===== config.mk =====
export PLATFORM = sky130hd
export DESIGN_NAME = trena_uc_multi
export DESIGN_NICKNAME = d
export VERILOG_FILES = /design/src/rtl/trena_uc_multi.sv
export SDC_FILE = /design/constraint.sdc
export NUM_CORES = 1
export LEC_CHECK = 0
export BUFFER_PORTS_ARGS = -buffer_cell sky130_fd_sc_hd__buf_4
export CAP_MARGIN = 10
export CELL_PAD_IN_SITES_DETAIL_PLACEMENT = 1
export CELL_PAD_IN_SITES_GLOBAL_PLACEMENT = 2
export CORE_MARGIN = 3
export CORE_UTILIZATION = 39
export CTS_CLUSTER_DIAMETER = 30
export DETAILED_ROUTE_END_ITERATION = 8
export GPL_ROUTABILITY_DRIVEN = 0
export GPL_TIMING_DRIVEN = 1
export PLACE_DENSITY = 0.95
export SYNTH_ARGS = -nofsm -noshare
export SYNTH_HDL_FRONTEND = slang
export SYNTH_SLANG_ARGS = --single-unit

===== constraint.sdc =====
create_clock -name clock -period 4.1 [get_ports clock]
set_clock_uncertainty 0.15 [all_clocks]
set_input_delay 0.82 -clock clock [delete_from_list [all_inputs] [get_ports clock]]
set_output_delay 0.82 -clock clock [all_outputs]
set_load 0.02 [all_outputs]

===== src/rtl/trena_uc_multi.sv =====
// Control unit for the trena: one sonar measurement, then NUM_CHARS serial characters,
// single-shot or continuous. Define TRENA_TIMEOUT_EN to enable the echo timeout / ERRO state.
module trena_uc_multi #(
  parameter  int NUM_CHARS = 4,
  parameter  int INTERVALO = 50_000_000,
  parameter  int TIMEOUT   = 2_000_000,
  localparam int SEL_W     = (NUM_CHARS > 1) ? $clog2(NUM_CHARS) : 1
) (
  input  logic             clock,
  input  logic             reset,
  input  logic             mensurar,
  input  logic             modo,
  input  logic             pronto,
  input  logic             tx_pronto,
  output logic             zera,
  output logic             comeca_medida,
  output logic             tx_partida,
  output logic [SEL_W-1:0] sel_char,
  output logic             fim,
  output logic             erro,
  output logic [3:0]       db_estado
);

  typedef enum logic [3:0] {
    INICIAL   = 4'd0,
    PREPARA   = 4'd1,
    DISPARA   = 4'd2,
    AGUARDA   = 4'd3,
    TRANSMITE = 4'd4,
    ESPERA_TX = 4'd5,
    PROXIMO   = 4'd6,
    FINAL     = 4'd7,
    INTERVALO_ST = 4'd8,
    ERRO      = 4'd9
  } t_estado;

  localparam int                IW      = (INTERVALO > 1) ? $clog2(INTERVALO) : 1;
  localparam logic [IW-1:0]     INT_FIM = IW'(INTERVALO - 1);
  localparam logic [SEL_W-1:0]  SEL_FIM = SEL_W'(NUM_CHARS - 1);

  if (NUM_CHARS < 1 || INTERVALO < 1 || TIMEOUT < 1) begin : g_param_chk
    $error("trena_uc_multi: NUM_CHARS, INTERVALO and TIMEOUT must all be >= 1");
  end

  t_estado          r_estado;
  t_estado          w_prox;
  logic [SEL_W-1:0] r_sel;
  logic [IW-1:0]    r_int;
  logic             w_int_fim;
  logic             w_ult_char;

  assign w_int_fim  = (r_int == INT_FIM);
  assign w_ult_char = (r_sel == SEL_FIM);

`ifdef TRENA_TIMEOUT_EN
  localparam int            TW     = (TIMEOUT > 1) ? $clog2(TIMEOUT) : 1;
  localparam logic [TW-1:0] TO_FIM = TW'(TIMEOUT - 1);

  logic [TW-1:0] r_tmo;
  logic          w_tmo_fim;

  assign w_tmo_fim = (r_tmo == TO_FIM);

  always_ff @(posedge clock or posedge reset) begin
    if (reset) begin
      r_tmo <= '0;
    end else if (r_estado == PREPARA) begin
      r_tmo <= '0;
    end else if (r_estado == AGUARDA && !w_tmo_fim) begin
      r_tmo <= r_tmo + 1'b1;
    end
  end
`endif

  always_ff @(posedge clock or posedge reset) begin
    if (reset) begin
      r_estado <= INICIAL;
    end else begin
      r_estado <= w_prox;
    end
  end

  always_ff @(posedge clock or posedge reset) begin
    if (reset) begin
      r_sel <= '0;
      r_int <= '0;
    end else begin
      case (r_estado)
        PREPARA: begin
          r_sel <= '0;
          r_int <= '0;
        end
        PROXIMO:      r_sel <= r_sel + 1'b1;
        INTERVALO_ST: if (!w_int_fim) r_int <= r_int + 1'b1;
        default: ;
      endcase
    end
  end

  always_comb begin
    w_prox = r_estado;
    case (r_estado)
      INICIAL:   if (mensurar) w_prox = PREPARA;
      PREPARA:   w_prox = DISPARA;
      DISPARA:   w_prox = AGUARDA;
      AGUARDA: begin
        if (pronto) w_prox = TRANSMITE;
`ifdef TRENA_TIMEOUT_EN
        else if (w_tmo_fim) w_prox = ERRO;
`endif
      end
      TRANSMITE: w_prox = ESPERA_TX;
      ESPERA_TX: if (tx_pronto) w_prox = w_ult_char ? FINAL : PROXIMO;
      PROXIMO:   w_prox = TRANSMITE;
      FINAL:     w_prox = modo ? INTERVALO_ST : INICIAL;
      // modo dropping wins over the counter reaching its end
      INTERVALO_ST: begin
        if (!modo)          w_prox = INICIAL;
        else if (w_int_fim) w_prox = PREPARA;
      end
`ifdef TRENA_TIMEOUT_EN
      ERRO:      if (mensurar) w_prox = PREPARA;
`endif
      default:   w_prox = INICIAL;
    endcase
  end

  assign zera          = (r_estado == PREPARA);
  assign comeca_medida = (r_estado == DISPARA);
  assign tx_partida    = (r_estado == TRANSMITE);
  assign fim           = (r_estado == FINAL);
  assign sel_char      = r_sel;
  assign db_estado     = r_estado;
`ifdef TRENA_TIMEOUT_EN
  assign erro          = (r_estado == ERRO);
`else
  assign erro          = 1'b0;
`endif

endmodule


; ---- Word level (Yosys, flattened, before mapping)
; Cells that the tools add are included.
[totals]
register_bits = 32
input_bits = 6
output_inout_bits = 11
word_cells = 36
[op_classes]
addsub = 2
eq_ne = 15
mux = 11
n_reduce_logical = 5
[op_table]
columns = op, count
row1 = $pmux W26 S2, 1
row2 = $pmux W4 S9, 1
row3 = $add A26 B1 Y26 const B, 1
row4 = $eq A26 B26 Y1 const B, 1
row5 = $mux W26, 1
row6 = $mux W4, 6
row7 = $eq A4 B3 Y1 const B, 4
row8 = $eq A4 B2 Y1 const B, 2
row9 = $ne A2 B2 Y1 const B, 4
row10 = $eq A4 B1 Y1 const B, 1
row11 = $eq A4 B4 Y1 const B, 1
row12 = $logic_not A4 Y1, 1
row13 = $pmux W2 S2, 1
row14 = $reduce_and A4 Y1, 1
row15 = $reduce_bool A2 Y1, 2
row16 = $ne A3 B3 Y1 const B, 1
row17 = $add A2 B1 Y2 const B, 1
row18 = $eq A2 B2 Y1 const B, 1
row19 = $reduce_and A2 Y1, 1
row20 = $mux W1, 1

; ---- Logic depth before layout (Yosys ltp)
; Gate-level depths: netlist (run 1).
[depth]
depth_word = 4
depth_mapped = 8
mapped_depth_nobuf = 5

; ---- Worst setup path after synthesis (run 1)
; OpenSTA, ideal clock, no wires.
[synth_timing]
path_kind = reg2reg
from = register r_estado[2] (netlist: db_estado[2])
to = register r_int[17]
setup_ps = 82
t_arrival_ps = 2465
required_ps = 3868
setup_slack_ps = 1403
stages_incl_launch_ff = 8
n_path_buf = 3
period_less_slack_ps = 2697
path_cell_list = dfrtp_1 > buf_6 > or4b_4 > buf_6 > or4_1 > buf_2 > or4_1 > a21oi_1
[synth_via]
elab_chain_cells = 3
word_cells_on_any_way = 6
cone_classes = 3 x eq/ne / 1 x mux / 2 x reduce/logical
[synth_lines]
columns = item, line
row1 = start: declaration, 45  ; t_estado r_estado;
row2 = start signal: assignment, 79  ; r_estado <= w_prox;
row3 = $eq A4 B4 Y1 / $eq A4 B1 Y1 (equally long branches), 88  ; case (r_estado)
row4 = $ne A2 B2 Y1 (no source line) / $reduce_bool A2 Y1 (equally long branches), -
row5 = $reduce_and A2 Y1 (no source line), -
row6 = end signal: assignment, 94  ; INTERVALO_ST: if (!w_int_fim) r_int <= r_int + 1'b1;
row7 = end: declaration, 48  ; logic [IW-1:0] r_int;
; Parallel ways exist; a longest one is shown, timed or not.
; A chain may end at the register's enable or synchronous reset.

; ---- Worst setup path after layout (run 1)
[layout_timing]
from = register r_estado[0] (netlist: db_estado[0])
to = register r_int[25]
; The elaborated chain is that of the path after synthesis.

==> results of run 1 <==
cells in the mapped netlist (2+ instances only):
| master | number | area (um2) |
|---|---|---|
| mux2i_1 | 7 | 70.1 |
| and4_1 | 2 | 17.5 |
| buf_6 | 3 | 33.8 |
| o21a_1 | 2 | 15.0 |
| or3_1 | 6 | 37.5 |
| clkbuf_1 | 10 | 37.5 |
| o21ai_0 | 11 | 55.1 |
| nor4_1 | 4 | 25.0 |
| a211oi_1 | 2 | 15.0 |
| ha_1 | 2 | 25.0 |
| a21oi_1 | 18 | 90.1 |
| nor3_1 | 8 | 40.0 |
| dfrtp_1 | 32 | 801 |
| nor2_1 | 9 | 33.8 |
| nand2_1 | 20 | 75.1 |
| nor2b_1 | 2 | 12.5 |
| or2_2 | 2 | 12.5 |
| nand2b_1 | 2 | 12.5 |
| nand4_1 | 6 | 37.5 |
| inv_1 | 11 | 41.3 |
| o211ai_1 | 2 | 15.0 |
| o31ai_1 | 11 | 82.6 |
| nand3_1 | 9 | 45.0 |
| or4_1 | 13 | 97.6 |
sequential cells by signal (all words and copies together), names as in the netlist:
register	flops
db_estado	4
sel_char	2
r_int	26
final cells by class:
class / instances / area share
clock buffer: 6 / 0.0398
clock inverter: 2 / 0.00482
inverter: 11 / 0.0199
multi-input combinational: 153 / 0.457
sequential: 32 / 0.386
tap: 52 / 0.0313
timing repair buffer: 17 / 0.0614
how the worst min path moves through the flow:
stage | endpoint | slack [ns] | cells past startpoint
2_1_floorplan | r_int[6]$_DFFE_PP0P_ | 0.32 | 1
3_3_place_gp | r_int[0]$_DFFE_PP0P_ | 0.35 | 1
3_5_place_dp | r_int[6]$_DFFE_PP0P_ | 0.37 | 1
4_1_cts | r_int[0]$_DFFE_PP0P_ | 0.37 | 1
5_1_grt | r_int[0]$_DFFE_PP0P_ | 0.39 | 1
6_report | r_int[0]$_DFFE_PP0P_ | 0.36 | 1
critical path: cells and delay by family, from the launching register on:
family / cells / cell delay (ns)
DFF: 1 / 0.54
AOI/OAI and AO/OA: 1 / 0.17
and+or+nand+nor: 3 / 2.04
cell families after synthesis:
kind of cell / Yosys count / synth area share
adders and majority gates: 2 / 0.0133
and+or+nand+nor: 88 / 0.263
DFF: 32 / 0.426
other: 1 / 0.00200
xor gates and xnor gates: 1 / 0.00466
AOI/OAI and AO/OA: 53 / 0.179
buffers and inverters: 27 / 0.0686
muxes: 8 / 0.0433
layer usage:
layer	wire length, um	vias up
met1	2060	828
met3	103	7
met5	0	-
met4	71	0
met2	2200	19
li1	-	800
power groups by stage:
stage	combinational (W)	clock [W]	sequential (W)
after floorplan	0.000233	0	0.000412
after global placement	0.000327	0	0.000427
after detailed placement	0.000328	0	0.000429
after CTS	0.000328	0.000260	0.000422
after global routing	0.000359	0.000276	0.000435
final	0.000322	0.000254	0.000423
metrics by stage:
step | instances | instance area, um2
floorplan | 212 | 1880
global placement | 265 | 1980
global route | 273 | 2080
CTS | 273 | 2080
detailed placement | 265 | 1980
finish | 273 | 2080
==> results by group, run 1 <==
Die
  – Initial core utilization: 0.417
  – Die Width: 75.4 um
  – Die Ht: 75.4 um
  – Core area: 4500 um2
  – Rows: 24
  – Die ar.: 5690 um2
  – Io pins: 17

Synthesis
  – Yosys warns: 0
  – Unique masters post-synth: 42
  – Synthesized flop and latch total: 32
  – Post-synth EDFFs: 0
  – Synthesized net count: 220
  – Seq/Total Area, Yosys: 0.426
  – Avg Cell Area, Syn: approximately 8.9 um2
  – Ys async rst share: 1.00
  – Post-synth top flop: dfrtp_1
  – Netlist Area Pre-Place: 1880 um2
  – Post-Syn Instances: 212

Detailed routing
  – Vias per cell: 6.06
  – Initial drt markers: between 70 and 80
  – Drt pass-1 iters: 4
  – Via Count: 1654
  – WL per Instance: about 16 um
  – Post-route ant nets: 0
  – WL final: 4.44 mm
  – DRC Markers: 0

Cells and area
  – Nets: 228
  – Most common cell after layout, fill and taps aside: dfrtp_1
  – Reg area: 801 um2
  – Area grow syn2layout: 10.5%
  – Multi-input logic area: around 950 um2
  – Layout cells sized above 1: 0.136
  – Final core occ: 0.461
  – Commonest cells after routing, fill and taps aside: dfrtp_1 (32), nand2_1 (20), a21oi_1 (18)
  – Ant. Diodes: 0
  – FILL cells: 540

Placement
  – DP Wirelength: 3.05 mm
  – Setup WS pre-CTS: 1.13 ns
  – Port bufs: 15

Power
  – Total power per unit cell area: 481 nW/um2
  – Fraction of power spent switching nets: 0.387
  – Internal power: just over 0.0006 W
  – Clock power share: 0.254
  – Share of power burned in registers: 0.423
  – LEAKAGE: 0.865 nW
  – Worst IR Drop VDD: 0.332 mV
  – Net Sw Power: 0.000387 W
  – Total power: 0.000999 W
  – Gate power share: 0.323

Run
  – Max-cap viol count: 0

Setup path
  – R2r setup slk: between 1 and 1.5 ns
  – Crit-path max cell delay: roughly 0.8 ns
  – Setup crit start kind: register
  – Crit path required time: 4.16 ns
  – Worst Setup End Kind: register
  – Setup CP Type: reg2reg
  – CP max FO: 16
  – Reg2reg start: db_estado[0]$_DFFE_PP0P_
  – Critical-path cell list: or4b_4, or4_1, or4_1, a21oi_1
  – Worst reg2reg endpoint: r_int[25]$_DFFE_PP0P_
  – Crit-path slowest cell: or4_1
  – CP Launch Point: db_estado[0]$_DFFE_PP0P_
  – Most Frequent Cell on Critical Path: or4_1
  – Critical Path Sink: r_int[25]$_DFFE_PP0P_
  – Worst Path Arrival: 3.04 ns
  – FF-to-FF path depth: 4

STA
  – Final-report setup violation count: 0
  – Final worst path period need: 2.98 ns
  – Fin Setup TNS: 0 ns
  – Final Hold Vio Count: 0
  – Max Fclk: 336 MHz
  – Setup slack after layout: 1.12 ns
  – Worst-margin pin slew: 0.606 ns
  – Fin crit share: 0.726
  – Hold Slack: between 0.3 and 0.4 ns
  – Slew HR: 0.592
  – Unrepaired setup endpoints after global routing: false
  – Slew Viols, Final: 0

CTS
  – Hold_buf cts: 0
  – Sink Count: 32
  – # H-tree levels: 2
  – Num CTS Buffers: 5
  – Clk pin slew, worst setup/hold paths: 0.07 ns
  – CTS root buffer: clkbuf_8
  – CTS resizes: 0
  – Clk_lat worst skew: 0.29 ns
  – CTS tree: built
  – Post-CTS setup buffer count: 0
  – CTS Buffer Depth: 2

Global routing
  – Global-route met1 utilization: 0.208
  – Busiest layer in global routing: met2
  – Vias in the first global route: 1617
  – Initial antenna violation count: 0
  – Largest net degree at the start of global routing: 33
  – Tot GR Track Use: 0.172
  – Grt met2 use: 0.299
  – GR Overflow Total: 0
  – First-pass GRT wire length: 7.47 mm
  – Grt met3 use: 0.0356

Status
  – Outcome: completed

Worst hold path
  – Worst Hold Class: reg2reg
  – Worst min-delay path startpoint: r_int[0]$_DFFE_PP0P_
Note: power is estimated with default switching activity, not from simulation.
==> run 2, diff against run 1 <==
--- a/config.mk
+++ b/config.mk
@@ -5,17 +5,18 @@
 export SDC_FILE = /design/constraint.sdc
 export NUM_CORES = 1
 export LEC_CHECK = 0
+export ABC_AREA = 1
 export BUFFER_PORTS_ARGS = -buffer_cell sky130_fd_sc_hd__buf_4
 export CAP_MARGIN = 10
 export CELL_PAD_IN_SITES_DETAIL_PLACEMENT = 1
 export CELL_PAD_IN_SITES_GLOBAL_PLACEMENT = 2
 export CORE_MARGIN = 3
-export CORE_UTILIZATION = 39
+export CORE_UTILIZATION = 33
 export CTS_CLUSTER_DIAMETER = 30
 export DETAILED_ROUTE_END_ITERATION = 8
 export GPL_ROUTABILITY_DRIVEN = 0
 export GPL_TIMING_DRIVEN = 1
-export PLACE_DENSITY = 0.95
+export PLACE_DENSITY = 0.9
 export SYNTH_ARGS = -nofsm -noshare
 export SYNTH_HDL_FRONTEND = slang
 export SYNTH_SLANG_ARGS = --single-unit
==> constraint.sdc (replaced) <==
create_clock -name clock -period 3.1 [get_ports clock]
set_clock_uncertainty 0.15 [all_clocks]
set_input_delay 0.62 -clock clock [delete_from_list [all_inputs] [get_ports clock]]
set_output_delay 0.62 -clock clock [all_outputs]
set_load 0.02 [all_outputs]
==> run 2 against run 1 <==
Via count is 28% higher. Synthesized cell count is 53% higher. Maximum frequency is 29% higher. Hold slack worse by 0.10 ns. Sequential cell count stayed put. Clock-buffer cell count is 1 higher. Utilization is 6.2 points lower. Die area is 30% higher. Sequential power is 13% higher. Critical path type unchanged. Largest cell class unchanged.
==> results by group, run 2 <==
Setup path
  – Crit path buffers/inverters: 1
  – CP top delay family: simple AND/OR/NAND/NOR gates
  – FF-to-FF path depth: 7
  – Setup CP Type: reg2reg
  – Crit path required time: approximately 3.2 ns
  – Reg2reg start: db_estado[0]$_DFFE_PP0P_
  – Worst Path Arrival: between 2 and 2.5 ns
  – Critical Path Stages: 7
  – Crit-path max cell delay: 0.49 ns
  – Critical-path cell list: nor2_1, nand3_1, inv_2, nand2_1, nand2_2, nand3_1, nand2_1
  – Crit-path slowest cell: inv_2
  – CP Launch Point: db_estado[0]$_DFFE_PP0P_
  – Worst Setup End Kind: register
  – Setup crit start kind: register
  – CP max FO: 19

Synthesis
  – Synthesized flop and latch total: 32
  – Seq/Total Area, Yosys: 0.378
  – Post-synth EDFFs: 0
  – Avg Cell Area, Syn: between 6 and 7 um2
  – Count leader, synth: nand2_1
  – Ys async rst share: 1.00
  – Yosys warns: 0
  – Top cells by area, synth: dfrtp_1 (38%), nand2_1 (20%), nor2_1 (9.9%)
  – Netlist Area Pre-Place: between 2000 and 2500 um2
  – Unique masters post-synth: 24
  – Synthesized net count: 333
  – Synth area leader: dfrtp_1
  – Post-synth top flop: dfrtp_1
  – Synth top cells by count: nand2_1 (115), nor2_1 (56), nand3_1 (37)
  – Post-Syn Instances: 325
  – Post-synth top area share: 0.378

Global routing
  – Tot GR Track Use: 0.184
  – Grt met2 use: 0.282
  – Busiest layer in global routing: met2
  – Largest net degree at the start of global routing: 33
  – GR Overflow Total: 0
  – Grt met3 use: 0.0327
  – First-pass GRT wire length: 10.7 mm
  – Initial antenna violation count: 0
  – Global-route met1 utilization: 0.263
  – Vias in the first global route: 2196

STA
  – Final Hold Vio Count: 0
  – Max Fclk: 433 MHz
  – Setup slack after layout: 0.792 ns
  – Final-report setup violation count: 0
  – Unrepaired setup endpoints after global routing: false
  – Slew HR: 0.547
  – Hold Slack: 0.264 ns
  – Slew Viols, Final: 0
  – Final worst path period need: 2.31 ns
  – Worst-margin pin slew: 0.678 ns
  – Fin crit share: 0.744
  – Fin Setup TNS: 0 ns

Status
  – Outcome: completed

Die
  – Die Ht: 86.1 um
  – Die ar.: 7410 um2
  – Io pins: 17
  – Initial core utilization: 0.349
  – Rows: 28
  – Core area: between 6000 and 7000 um2
  – Die Width: 86.1 um

Detailed routing
  – Via Count: 2118
  – WL per Instance: 14.7 um
  – Drt pass-1 iters: 4
  – Initial drt markers: between 70 and 80
  – WL final: about 6.2 mm
  – Vias per cell: roughly 5.1
  – Post-route ant nets: 0
  – DRC Markers: 0

Cells and area
  – Reg area: 801 um2
  – Most common cell after layout, fill and taps aside: nand2_1
  – Area grow syn2layout: 14.3%
  – Multi-input logic area: 1160 um2
  – Commonest cells after routing, fill and taps aside: nand2_1 (115), nor2_1 (56), nand3_1 (37)
  – Nets: 351
  – Layout cells sized above 1: 0.0930
  – Max FFs per register: 26
  – FILL cells: 803
  – Largest Register: r_int
  – Ant. Diodes: 0

Run
  – Max-cap viol count: 0

CTS
  – Num CTS Buffers: 5
  – Clk pin slew, worst setup/hold paths: 0.08 ns
  – CTS resizes: 0
  – CTS root buffer: clkbuf_8
  – Sink Count: 32
  – CTS Buffer Depth: 2
  – Post-CTS setup buffer count: 0
  – CTS tree: built
  – # H-tree levels: 2
  – Hold_buf cts: 0
  – Clk_lat worst skew: approximately 0.3 ns

Power
  – LEAKAGE: between 1 and 1.5 nW
  – Worst IR Drop VDD: approximately 0.47 mV
  – Total power per unit cell area: 580 nW/um2
  – Total power: approximately 0.0014 W

Placement
  – DP Wirelength: 4.61 mm
  – Port bufs: 15
  – Setup WS pre-CTS: approximately 0.80 ns

Worst hold path
  – Worst Hold Class: in2async
-- run 2: kinds of logic after synthesis --
family,share of synthesized area
AO/OA/AOI/OAI,0.0686
flip-flops,0.378
buffers and inverters,0.0745
AND/OR/NAND/NOR,0.415
adder cells (fa/ha/maj),0.0118
other,0.00177
XOR/XNOR,0.0497
-- run 2: worst paths after layout --
path                                           end  slack [ns]
min reg2reg                sel_char[0]$_DFFE_PP0P_        0.38
min in group clock         sel_char[0]$_DFFE_PP0P_        0.38
max                           r_int[1]$_DFFE_PP0P_        0.79
max in group asynchronous    r_int[22]$_DFFE_PP0P_        2.22
min                          r_int[19]$_DFFE_PP0P_        0.26
max reg2reg                   r_int[1]$_DFFE_PP0P_        0.79
-- run 2: through the flow --
step / instances / cell area [um2] / util
floorplan: 325 / 2120 / -
global placement: 411 / 2290 / 0.378
finish: 419 / 2420 / 0.399
global route: 419 / 2420 / 0.399
detailed placement: 411 / 2290 / 0.378
CTS: 419 / 2420 / 0.399
-- run 2: area by class of cell --
class / instances / share of cell area
clock inverter: 1 / 0.0124
timing repair buffer: 17 / 0.0528
clock buffer: 7 / 0.0398
multi-input combinational: 257 / 0.479
sequential: 32 / 0.331
tap: 75 / 0.0388
inverter: 30 / 0.0466
-- run 2: where the power goes --
group | internal (W) | switching [W] | total [W]
registers | 0.000448 | 0.0000296 | 0.000477
clock network | 0.000284 | 0.000178 | 0.000462
logic | 0.000148 | 0.000316 | 0.000464
total | 0.000879 | 0.000524 | 0.00140
-- run 2: metal layers --
layer / vias up / share of wire
met5: - / 0
met4: 0 / 0.013
met3: 7 / 0.046
met2: 34 / 0.44
met1: 1022 / 0.50
li1: 1055 / -
-- run 2: worst register-to-register path, cell delays in order (launching register included) --
cell and delay [ns]:
dfrtp_1 0.42, nor2_1 0.18, nand3_1 0.38, inv_2 0.49, nand2_1 0.13, nand2_2 0.29
nand3_1 0.12, nand2_1 0.08
==> run 3, diff against run 2 <==
--- a/config.mk
+++ b/config.mk
@@ -5,7 +5,7 @@
 export SDC_FILE = /design/constraint.sdc
 export NUM_CORES = 1
 export LEC_CHECK = 0
-export ABC_AREA = 1
+export ABC_AREA = 0
 export BUFFER_PORTS_ARGS = -buffer_cell sky130_fd_sc_hd__buf_4
 export CAP_MARGIN = 10
 export CELL_PAD_IN_SITES_DETAIL_PLACEMENT = 1
@@ -16,7 +16,7 @@
 export DETAILED_ROUTE_END_ITERATION = 8
 export GPL_ROUTABILITY_DRIVEN = 0
 export GPL_TIMING_DRIVEN = 1
-export PLACE_DENSITY = 0.9
+export PLACE_DENSITY = 0.86
 export SYNTH_ARGS = -nofsm -noshare
 export SYNTH_HDL_FRONTEND = slang
 export SYNTH_SLANG_ARGS = --single-unit
==> constraint.sdc (replaced) <==
create_clock -name clock -period 2 [get_ports clock]
set_clock_uncertainty 0.15 [all_clocks]
set_input_delay 0.4 -clock clock [delete_from_list [all_inputs] [get_ports clock]]
set_output_delay 0.4 -clock clock [all_outputs]
set_load 0.02 [all_outputs]
==> run 3 against run 2 <==
The run now ends with setup timing left. Via count decreased by 9.5%. Clock-buffer cell count shrank 1. Total power increased by 64%. Clock power grew 4.8%. Hold slack lost 0.22 ns. Routed wire length rose by 0.73%. Global-route usage is 1.6 points higher. Register-to-register slack got worse by 1.2 ns. Combinational power up 130%. Maximum frequency fell by 3.5%. Non-clock buffer count up 51. Utilization is 13 points higher.
==> results by group, run 3 (synthesis gave the netlist of run 1 again) <==
Setup path
  – FF-to-FF path depth: 5
  – Crit-path slowest cell: or4b_4
  – Worst Path Arrival: about 2.5 ns
  – Reg2reg start: db_estado[0]$_DFFE_PP0P_
  – R2r setup slk: -0.39 ns
  – Critical Path Sink: r_int[25]$_DFFE_PP0P_
  – Setup CP Type: reg2reg
  – Critical Path Stages: 5
  – Crit path buffers/inverters: 1
  – Worst reg2reg endpoint: r_int[25]$_DFFE_PP0P_
  – CP max FO: 5
  – Crit path required time: approximately 2.1 ns
  – Critical-path cell list: or4b_4, buf_6, or4_4, or4_1, a21oi_1
  – Crit-path max cell delay: around 0.55 ns
  – CP top delay family: simple AND/OR/NAND/NOR gates
  – Setup crit start kind: register
  – CP Launch Point: db_estado[0]$_DFFE_PP0P_
  – Worst Setup End Kind: register

Die
  – Die ar.: about 6600 um2
  – Rows: 26
  – Io pins: 17
  – Die Width: 81.5 um
  – Core area: 5300 um2
  – Die Ht: roughly 80 um
  – Initial core utilization: 0.354

Power
  – LEAKAGE: 1.19 nW
  – Total power per unit cell area: 818 nW/um2
  – Total power: 0.00230 W
  – Worst IR Drop VDD: 0.659 mV

CTS
  – CTS tree: built
  – Clk_lat worst skew: 0.30 ns
  – CTS Buffer Depth: 2
  – CTS root buffer: clkbuf_8
  – # H-tree levels: 2
  – Clk pin slew, worst setup/hold paths: 0.07 ns
  – Sink Count: 32
  – Hold_buf cts: 0
  – Num CTS Buffers: 5

Global routing
  – Largest net degree at the start of global routing: 33
  – First-pass GRT wire length: 10.1 mm
  – Tot GR Track Use: 0.200
  – GR Overflow Total: 0
  – Vias in the first global route: 1996
  – Initial antenna violation count: 0

Status
  – Violated checks: setup timing
  – Outcome: complete, but fails checks

Cells and area
  – Max FFs per register: 26
  – Area grow syn2layout: 49.3%
  – Commonest cells after routing, fill and taps aside: buf_4 (56), dfrtp_1 (31), nand2_1 (20)
  – FILL cells: 608
  – Nets: between 200 and 300
  – Ant. Diodes: 0
  – Fin area: 2810 um2
  – Final std cells w/o fill: about 340
  – Layout cells sized above 1: 0.482
  – Most common cell after layout, fill and taps aside: buf_4
  – Largest Register: r_int

STA
  – Max Fclk: 418 MHz
  – Slew HR: 0.645
  – Hold Slack: between 0.04 and 0.05 ns
  – Fin crit share: 1.20
  – Final worst path period need: 2.39 ns
  – Final-report setup violation count: 25
  – Final Hold Vio Count: 0
  – Worst-margin pin slew: about 0.53 ns
  – Setup slack after layout: -0.391 ns
  – Unrepaired setup endpoints after global routing: true
  – Slew Viols, Final: 0

Placement
  – Placed cells: roughly 330
  – Port bufs: 15
  – DP Area: 2340 um2
  – DP Wirelength: around 3.8 mm

Detailed routing
  – WL per Instance: 18.1 um
  – Post-route ant nets: 0
  – Initial drt markers: 101
  – WL final: about 6.2 mm
  – Vias per cell: 5.60
  – Via Count: 1916
  – DRC Markers: 0
  – Drt pass-1 iters: 4

Worst hold path
  – Worst Hold Class: in2async

Run
  – Max-cap viol count: 0
-- run 3: cell types whose count changed in the layout (fill, tap and decap cells not counted), sizes merged, moves of 10 or more --
cell,change
buf,+51
nor2,-50
a21oi,+16
o31ai,+10
or4,+14
nand3,-28
inv,-19
nand2,-97
-- run 3: worst min-delay path: stages --
cell   delay, ns
buf_4       0.10
inv_1       0.04
buf_4       0.37
-- run 3: worst min-delay path by stage --
stage	startpoint	endpoint	slack, ns	cells past startpoint
3_3_place_gp	reset	sel_char[1]$_DFFE_PP0P_	0.37	3
2_1_floorplan	r_int[6]$_DFFE_PP0P_	r_int[6]$_DFFE_PP0P_	0.32	1
4_1_cts	reset	r_int[22]$_DFFE_PP0P_	0.07	3
5_1_grt	reset	r_int[2]$_DFFE_PP0P_	0.09	3
6_report	reset	r_int[2]$_DFFE_PP0P_	0.04	3
3_5_place_dp	reset	r_int[2]$_DFFE_PP0P_	0.37	3
-- run 3: cell type report --
class,instances,area [um2],share of cell area
multi-input cells,154,1240,0.441
flip-flops and latches,32,802,0.286
repair buffers,68,559,0.199
well taps,70,87.6,0.0312
clock buffers,6,72.6,0.0259
inverters,11,41.3,0.0147
clock inverters,1,5.00,0.00178
-- run 3: metal layers --
metal  track usage  part of all wire
met1         0.265              0.46
met4        0.0574             0.012
met2         0.330              0.50
met5             0                 0
met3        0.0406             0.028
-- run 3: what timing repair did --
action / CTS / global route
pin swaps: 5 / 6
endpoints found under the setup margin: 29 / 30
setup buffers: 2 / 8
endpoints found under the hold margin: 0 / 0
gates resized for setup: 31 / 45
gates cloned: 1 / 0
-- run 3: metrics by stage --
| stage | TNS (ns) | util | setup WS [ns] |
|---|---|---|---|
| after floorplan | -7.95 | - | -0.572 |
| after global placement | -6.02 | 0.441 | -0.336 |
| after detailed placement | -6.93 | 0.441 | -0.432 |
| after CTS | -5.44 | 0.480 | -0.370 |
| after global routing | -7.42 | 0.529 | -0.432 |
| final | -5.82 | 0.529 | -0.391 |
-- run 3: power by group --
group,total [W],switching [W],leakage [nW],internal (W)
Sequential,0.000760,0.0000505,0.439,0.000709
Combinational,0.00105,0.000613,0.705,0.000439
Clock,0.000484,0.000248,0.0410,0.000236
Total,0.00230,0.000911,1.19,0.00138
